==> config.mk <==
export PLATFORM = sky130hd
export DESIGN_NAME = inst_fetch_buffer
export DESIGN_NICKNAME = d
export VERILOG_FILES = /design/src/rtl/inst_fetch_buffer.sv
export SDC_FILE = /design/constraint.sdc
export NUM_CORES = 1
export LEC_CHECK = 0
export ABC_AREA = 1
export BUFFER_PORTS_ARGS = -buffer_cell sky130_fd_sc_hd__clkbuf_2
export CAP_MARGIN = 15
export CORE_MARGIN = 1
export CORE_UTILIZATION = 41
export CTS_CLUSTER_DIAMETER = 120
export CTS_CLUSTER_SIZE = 16
export DETAILED_ROUTE_END_ITERATION = 7
export GPL_ROUTABILITY_DRIVEN = 0
export SLEW_MARGIN = 20
export SYNTH_ARGS = -nofsm -noshare
export SYNTH_HDL_FRONTEND = slang
export SYNTH_SLANG_ARGS = --single-unit
==> constraint.sdc <==
create_clock -name clk_i -period 8.52 [get_ports clk_i]
set_input_delay 1.278 -clock clk_i [delete_from_list [all_inputs] [get_ports clk_i]]
set_output_delay 1.278 -clock clk_i [all_outputs]
set_load 0.005 [all_outputs]
==> src/rtl/inst_fetch_buffer.sv <==
// Instruction prefetch buffer: sequential Sram reads, PC-tagged FIFO, valid/ready hand-off to decode.
// Define IFB_BYPASS_EN to forward a response straight to Inst when the queue is empty.
module inst_fetch_buffer #(
    parameter int D_WIDTH  = 32,
    parameter int SA_WIDTH = 8,
    parameter int DEPTH    = 4
) (
    input  logic                         clk_i,
    input  logic                         rst_ni,
    input  logic [SA_WIDTH-1:0]          start_pc_i,
    input  logic                         redirect_i,
    input  logic [SA_WIDTH-1:0]          redirect_pc_i,
    input  logic                         halt_i,
    output logic [SA_WIDTH-1:0]          mem_addr_o,
    output logic                         mem_rw_o,
    output logic                         mem_en_o,
    input  logic [D_WIDTH-1:0]           mem_data_i,
    output logic [D_WIDTH-1:0]           inst_o,
    output logic [SA_WIDTH-1:0]          inst_pc_o,
    output logic                         inst_valid_o,
    input  logic                         inst_ready_i,
    output logic [$clog2(DEPTH+1)-1:0]   count_o
);
    localparam int PW = $clog2(DEPTH);
    localparam int CW = $clog2(DEPTH + 1);

    typedef enum logic [1:0] {S_IDLE, S_RUN, S_HALT} state_e;

    state_e              state_q, state_d;
    logic [SA_WIDTH-1:0] fetch_pc_q, fetch_pc_d;
    logic [SA_WIDTH-1:0] mem_addr_q, mem_addr_d;
    logic                mem_en_q, mem_en_d;
    logic                rsp_pend_q, rsp_pend_d;
    logic [SA_WIDTH-1:0] rsp_pc_q, rsp_pc_d;
    logic [PW-1:0]       wr_ptr_q, wr_ptr_d, rd_ptr_q, rd_ptr_d;
    logic [CW-1:0]       count_q, count_d;
    logic [SA_WIDTH-1:0] base_pc;

    logic [D_WIDTH-1:0]  data_mem [DEPTH];
    logic [SA_WIDTH-1:0] pc_mem   [DEPTH];

    logic head_valid, bypass_take, consume, push, pop, credit_ok;

    assign head_valid = (count_q != '0);

`ifdef IFB_BYPASS_EN
    assign bypass_take  = rsp_pend_q && !head_valid && inst_ready_i;
    assign inst_valid_o = head_valid || rsp_pend_q;
    assign inst_o       = head_valid ? data_mem[rd_ptr_q] : (rsp_pend_q ? mem_data_i : '0);
    assign inst_pc_o    = head_valid ? pc_mem[rd_ptr_q]   : (rsp_pend_q ? rsp_pc_q   : '0);
`else
    assign bypass_take  = 1'b0;
    assign inst_valid_o = head_valid;
    assign inst_o       = head_valid ? data_mem[rd_ptr_q] : '0;
    assign inst_pc_o    = head_valid ? pc_mem[rd_ptr_q]   : '0;
`endif

    assign consume = inst_valid_o && inst_ready_i;
    assign push    = rsp_pend_q && !redirect_i && !bypass_take;
    assign pop     = head_valid && inst_ready_i && !redirect_i;

    // Queued words plus both outstanding read stages must leave room for one more read.
    assign credit_ok = (int'(count_q) + int'(rsp_pend_q) + int'(mem_en_q) - int'(consume)) < DEPTH;

    assign mem_addr_o = mem_addr_q;
    assign mem_en_o   = mem_en_q;
    assign mem_rw_o   = 1'b1;
    assign count_o    = count_q;

    always_comb begin
        state_d    = state_q;
        base_pc    = redirect_i ? redirect_pc_i : fetch_pc_q;
        fetch_pc_d = fetch_pc_q;
        mem_en_d   = 1'b0;
        mem_addr_d = mem_addr_q;
        case (state_q)
            S_IDLE: begin
                state_d    = S_RUN;
                fetch_pc_d = start_pc_i;
            end
            S_RUN, S_HALT: begin
                state_d    = halt_i ? S_HALT : S_RUN;
                fetch_pc_d = base_pc;
                if (!halt_i && (redirect_i || credit_ok)) begin
                    mem_en_d   = 1'b1;
                    mem_addr_d = base_pc;
                    fetch_pc_d = base_pc + SA_WIDTH'(1);
                end
            end
            default: state_d = S_IDLE;
        endcase
    end

    always_comb begin
        // A read issued before a redirect is killed by never marking its response pending.
        rsp_pend_d = mem_en_q && !redirect_i;
        rsp_pc_d   = mem_addr_q;
        wr_ptr_d   = push ? wr_ptr_q + PW'(1) : wr_ptr_q;
        rd_ptr_d   = pop  ? rd_ptr_q + PW'(1) : rd_ptr_q;
        count_d    = count_q + CW'(push) - CW'(pop);
        if (redirect_i) begin
            wr_ptr_d = '0;
            rd_ptr_d = '0;
            count_d  = '0;
        end
    end

    always_ff @(posedge clk_i or negedge rst_ni) begin
        if (!rst_ni) begin
            state_q    <= S_IDLE;
            fetch_pc_q <= '0;
            mem_addr_q <= '0;
            mem_en_q   <= 1'b0;
            rsp_pend_q <= 1'b0;
            rsp_pc_q   <= '0;
            wr_ptr_q   <= '0;
            rd_ptr_q   <= '0;
            count_q    <= '0;
        end else begin
            state_q    <= state_d;
            fetch_pc_q <= fetch_pc_d;
            mem_addr_q <= mem_addr_d;
            mem_en_q   <= mem_en_d;
            rsp_pend_q <= rsp_pend_d;
            rsp_pc_q   <= rsp_pc_d;
            wr_ptr_q   <= wr_ptr_d;
            rd_ptr_q   <= rd_ptr_d;
            count_q    <= count_d;
        end
    end

    always_ff @(posedge clk_i) begin
        if (push) begin
            data_mem[wr_ptr_q] <= mem_data_i;
            pc_mem[wr_ptr_q]   <= rsp_pc_q;
        end
    end

    assert property (@(posedge clk_i) disable iff (!rst_ni)
                     !(push && !pop && count_q == CW'(DEPTH)));

endmodule
* After elaboration in Yosys (flattened, before gate mapping)
Memories as Yosys holds them, arrays and structs flattened. Cells that the tools add are included.
Storage, ports and cells: memories kept 2, input bits 53, memory bits (writable) 160, register bits after elaboration 35
Cells by class: magnitude comparators 1, $add $sub $neg 8, multiplexer cells 16, equal/unequal tests 2, reduce and logical (&&, ||, !) cells 15
Memories:
- data_mem | words 4, width 32, read ports 1, clocked after memory_dff 0, wr ports 1, RTL line 39 | logic [D_WIDTH-1:0] data_mem [DEPTH];
- pc_mem | words 4, width 8, read ports 1, clocked after memory_dff 0, wr ports 1, RTL line 40 | logic [SA_WIDTH-1:0] pc_mem [DEPTH];
Operators with widths (number):
- two-way mux 32 bit | 1
- two-way mux 8 bit | 3
- case mux 8 bit (2 select lines) | 1
- two-way mux 2 bit | 5
- adder 8 x 1 -> 8 bit, second input constant | 1
- < comparator 6 x 4 -> 1 bit, second input constant | 1
- nonzero test 2 bit | 3
- subtractor 5 x 1 -> 6 bit | 1
- adder 4 x 1 -> 5 bit | 1
- logical AND 1 bit | 5
- adder 2 x 1 -> 2 bit, second input constant | 2
- adder 3 x 1 -> 4 bit | 1
- two-way mux 1 bit | 4
- case mux 2 bit (2 select lines) | 1
- adder 3 x 1 -> 3 bit | 1
- two-way mux 3 bit | 1
- nonzero test 3 bit | 1
- subtractor 3 x 1 -> 3 bit | 1
- equality test 2 x 1 -> 1 bit, second input constant | 1
- equality test 2 bit, second input constant | 1
- logical NOT 1 bit | 2
- logical NOT 2 bit | 1
- AND reduction 2 bit | 1
- OR reduction 2 bit | 1
- logical OR 1 bit | 1

* Depth between registers and ports, before layout
word-level depth 8, mapped depth 21, depth with buffers taken out 20

* Worst setup path before layout
No wires, ideal clock.
path type input -> register, start point in redirect_i, end point mem data_mem[0][0], enable pin, path buffers 1, arrival time 3.309 ns, library setup time 0.437 ns, slack 4.774 ns, stages 4, required time 8.083 ns, cells stage by stage buf_6 > inv_4 > nand2_1 > nor2_1
On the way: longest elaborated chain between the ends 4
Ends and longest elaborated chain:
- from (decl) | RTL line 11 | input logic redirect_i,
- logical NOT 1 bit | RTL line 59 | assign push = rsp_pend_q && !redirect_i && !bypass_take;
- logical AND 1 bit | RTL line 59
- two-way mux 1 bit | RTL line 133 | if (push) begin
- two-way mux 1 bit (implied by the code) | RTL line 134 | data_mem[wr_ptr_q] <= mem_data_i;
- to (decl) | RTL line 39
No other way between the ends.

* Worst setup path in the final report
start point reg rd_ptr_q[1], end point out inst_o[25]
On the way: longest elaborated chain between the ends 2
Ends and longest elaborated chain:
- from (decl) | RTL line 35 | logic [PW-1:0] wr_ptr_q, wr_ptr_d, rd_ptr_q, rd_ptr_d;
- from (signal assigned) | RTL line 127 | rd_ptr_q <= rd_ptr_d;
- memory read (4 x 32 bit)
- two-way mux 32 bit | RTL line 54 | assign inst_o = head_valid ? data_mem[rd_ptr_q] : '0;
- to (decl) | RTL line 18 | output logic [D_WIDTH-1:0] inst_o,
No other way between the ends.

==> impl_metrics.csv <==
group,metric,value,unit
status,outcome,"complete, no violations",
sta,finalHoldViolations,0,
worst_hold_path,hold_class,"reg2reg",
logic_synthesis,synthDominantCellAreaShare,58.5,%
floorplan,dieArea,0.0206,mm²
cts,h-tree-depth,4,
floorplan,core-area,0.0195,mm²
cts,cts_resized,0,
logic_synthesis,synth_largest_area_cell,"edfxtp_1",
sta,rsz0062_at_grt,"no",
layout,drive_gt1_share,20.9,%
worst_setup_path,cp.arrival,3.03,ns
logic_synthesis,ys_types,33,
logic_synthesis,synthSimpleGateAreaFrac,14.6,%
route,drtIter0Drc,307,
cts,cts_root_buf,"clkbuf_16",
sta,timing.final.crit_share,50.5,%
sta,setup_ws,4.22,ns
logic_synthesis,synth_top_family_by_area,"simple AND/OR/NAND/NOR gates",
flow_run,max-cap-violations,0,
cts,ctsHoldBuffers,0,
grt,grt_pass1_wl,27200,µm
logic_synthesis,synth_compound_area_share,9.69,%
worst_setup_path,r2r_slack,5.70,ns
layout,finalInstanceArea,0.00955,mm²
grt,gr-total-overflow,0,
route,ant_nets,0,
logic_synthesis,yosysMostFrequentCell,"nor2_1",
sta,layout_min_cycle_time,4.30,ns
logic_synthesis,muxShareOfSynthArea,0,%
sta,max_freq,232,MHz
place,port_buffers,105,
cts,tritoncts,"done",
place,dpl_cell_area,0.00900,mm²
sta,fin_skew,0.00849,ns
logic_synthesis,synth_xor_area_share,0.320,%
pwr,power_density,294,mW/mm²
grt,grt_usage,17.8,%
logic_synthesis,synth.area.top_cells,"edfxtp_1, dfrtp_1, nor2_1",
place,pre_cts_slack,4.69,ns
pwr,power.leakage,0.00373,µW
sta,setup_violations,0,
logic_synthesis,yosys_warnings,0,
logic_synthesis,synthFlopType,"edfxtp_1",
logic_synthesis,syn_area_per_cell,11.2,µm²
floorplan,start_util,42.1,%
layout,areaGrowthSynthToFinish,16.3,%
route,vias,5382,
logic_synthesis,syn-num-nets,799,
floorplan,io_pins,107,
route,drc,0,
floorplan,fp.dieH,144,µm
worst_setup_path,cp_max_fo,43,
worst_setup_path,start_kind,"flip-flop",
sta,finalMaxSlewViolations,0,
layout,final_util,48.9,%
logic_synthesis,netlist_area,0.00821,mm²
cts,post_cts_buffers,0,
logic_synthesis,yosys_register_bits,195,
cts,clock_sinks,195,
sta,fin_tns_setup,0,ns
sta,tightest_slew,0.901,ns
logic_synthesis,synth_fa_ha_area_share,2.38,%
grt,grt_pass1_vias,5119,
logic_synthesis,synth_edf_count,160,
cts,ctsLongestPathBuffers,2,
worst_setup_path,criticalPathCategory,"reg2out",
grt,grt_max_degree,82,
layout,num_antenna_cells,0,
logic_synthesis,seq_area_frac_synth,69.2,%
sta,relSlewSlack,40.0,%
logic_synthesis,synth_cells,731,
route,wire_per_inst,15.6,µm
pwr,ir_worst_vdd,246,µV
logic_synthesis,async_flop_share,17.9,%
cts,numCtsBuffers,17,
route,vias_per_cell,4.88,
layout,num-nets-final,893,
floorplan,num_rows,51,
logic_synthesis,synthTopCellsByCount,"nor2_1, edfxtp_1, o21ai_0",
worst_setup_path,worstPathRequired,7.24,ns
layout,fillers,1793,
worst_setup_path,end_kind,"output pin",
cts,path_clk_slew,0.07,ns
place,dp_hpwl,10100,µm
route,dr.pass1.iters,5,
floorplan,die_w,144,µm
grt,antenna_found_initial,1,
cts,clk-insertion-delay-late,0.44,ns
route,routed_wl,17200,µm
## logic make-up after synthesis
kind of cell	after synthesis
AOI/OAI and AO/OA	149
and+or+nand+nor	293
xor gates and xnor gates	3
buffers and inverters	75
DFF	195
other	1
adders and majority gates	15
## per-stage QoR
step                      std cells  total power [µW]  hold WS (ns)
final                          1102              2810         0.399
after global routing           1102              3000         0.417
after floorplan                 731              1780         0.390
after global placement         1071              2090         0.383
after detailed placement       1071              2090         0.382
after CTS                      1102              2840         0.407
## power by group
part	leakage, µW	switching, µW	internal, µW
sequential	0.00187	64.6	1140
clock	0.000263	361	381
combinational	0.00159	562	297
## cell type report
class | count | area [µm²] | area share [%]
well taps | 265 | 332 | 3.47
multi-input cells | 461 | 2260 | 23.6
clock buffers | 17 | 425 | 4.46
clock inverters | 14 | 124 | 1.30
repair buffers | 113 | 586 | 6.13
flip-flops and latches | 195 | 5680 | 59.5
inverters | 37 | 141 | 1.48
## sequential cells by signal, summed over array words and instances (netlist names), 3 cells and up
name	flops
fetch_pc_q	8
mem_addr_o	8
data_mem	128
pc_mem	32
rsp_pc_q	8
count_o	3
## cells in the final DEF (no fill, tap or decap), types with 3 or more instances in the layout
master / count
nand2_1: 64
clkbuf_16: 17
nand3b_1: 3
nand3_1: 19
inv_6: 4
o21ai_1: 7
nor2_1: 187
ha_1: 14
edfxtp_1: 160
clkinvlp_4: 3
inv_2: 3
nand2_2: 7
a21oi_2: 3
nor2_4: 6
dfrtp_1: 33
clkbuf_2: 105
o21ai_0: 87
o21ai_4: 3
inv_1: 32
buf_4: 8
a21oi_1: 47
## routing by layer
metal  vias to the layer above  track usage [%]  routed length [µm]
li1                       2684                -                   -
met1                      2541             23.1                7720
met2                       146             29.8                8410
met3                        11             4.23                 967
met4                         0             5.04                 134
met5                         -                0                   0
## path summary, 6_finish.rpt
check | from | endpoint | depth (start not counted)
min | mem_addr_o[0] | rsp_pc_q[0] | 0
min reg2reg | mem_addr_o[0] | rsp_pc_q[0] | 0
max reg2reg | count_o[1] | fetch_pc_q[0] | 20
min in group asynchronous | rst_ni | fetch_pc_q[4] | 1
max | rd_ptr_q[1] | inst_o[25] | 6
max in group asynchronous | rst_ni | rd_ptr_q[1] | 1
## critical path: stages (launching register included)
cell,delay (ns)
dfrtp_2,0.96
inv_1,0.59
buf_4,0.40
nor2_1,0.12
o21ai_0,0.09
a21oi_1,0.25
clkbuf_2,0.16
(Power assumes the default switching activity.)
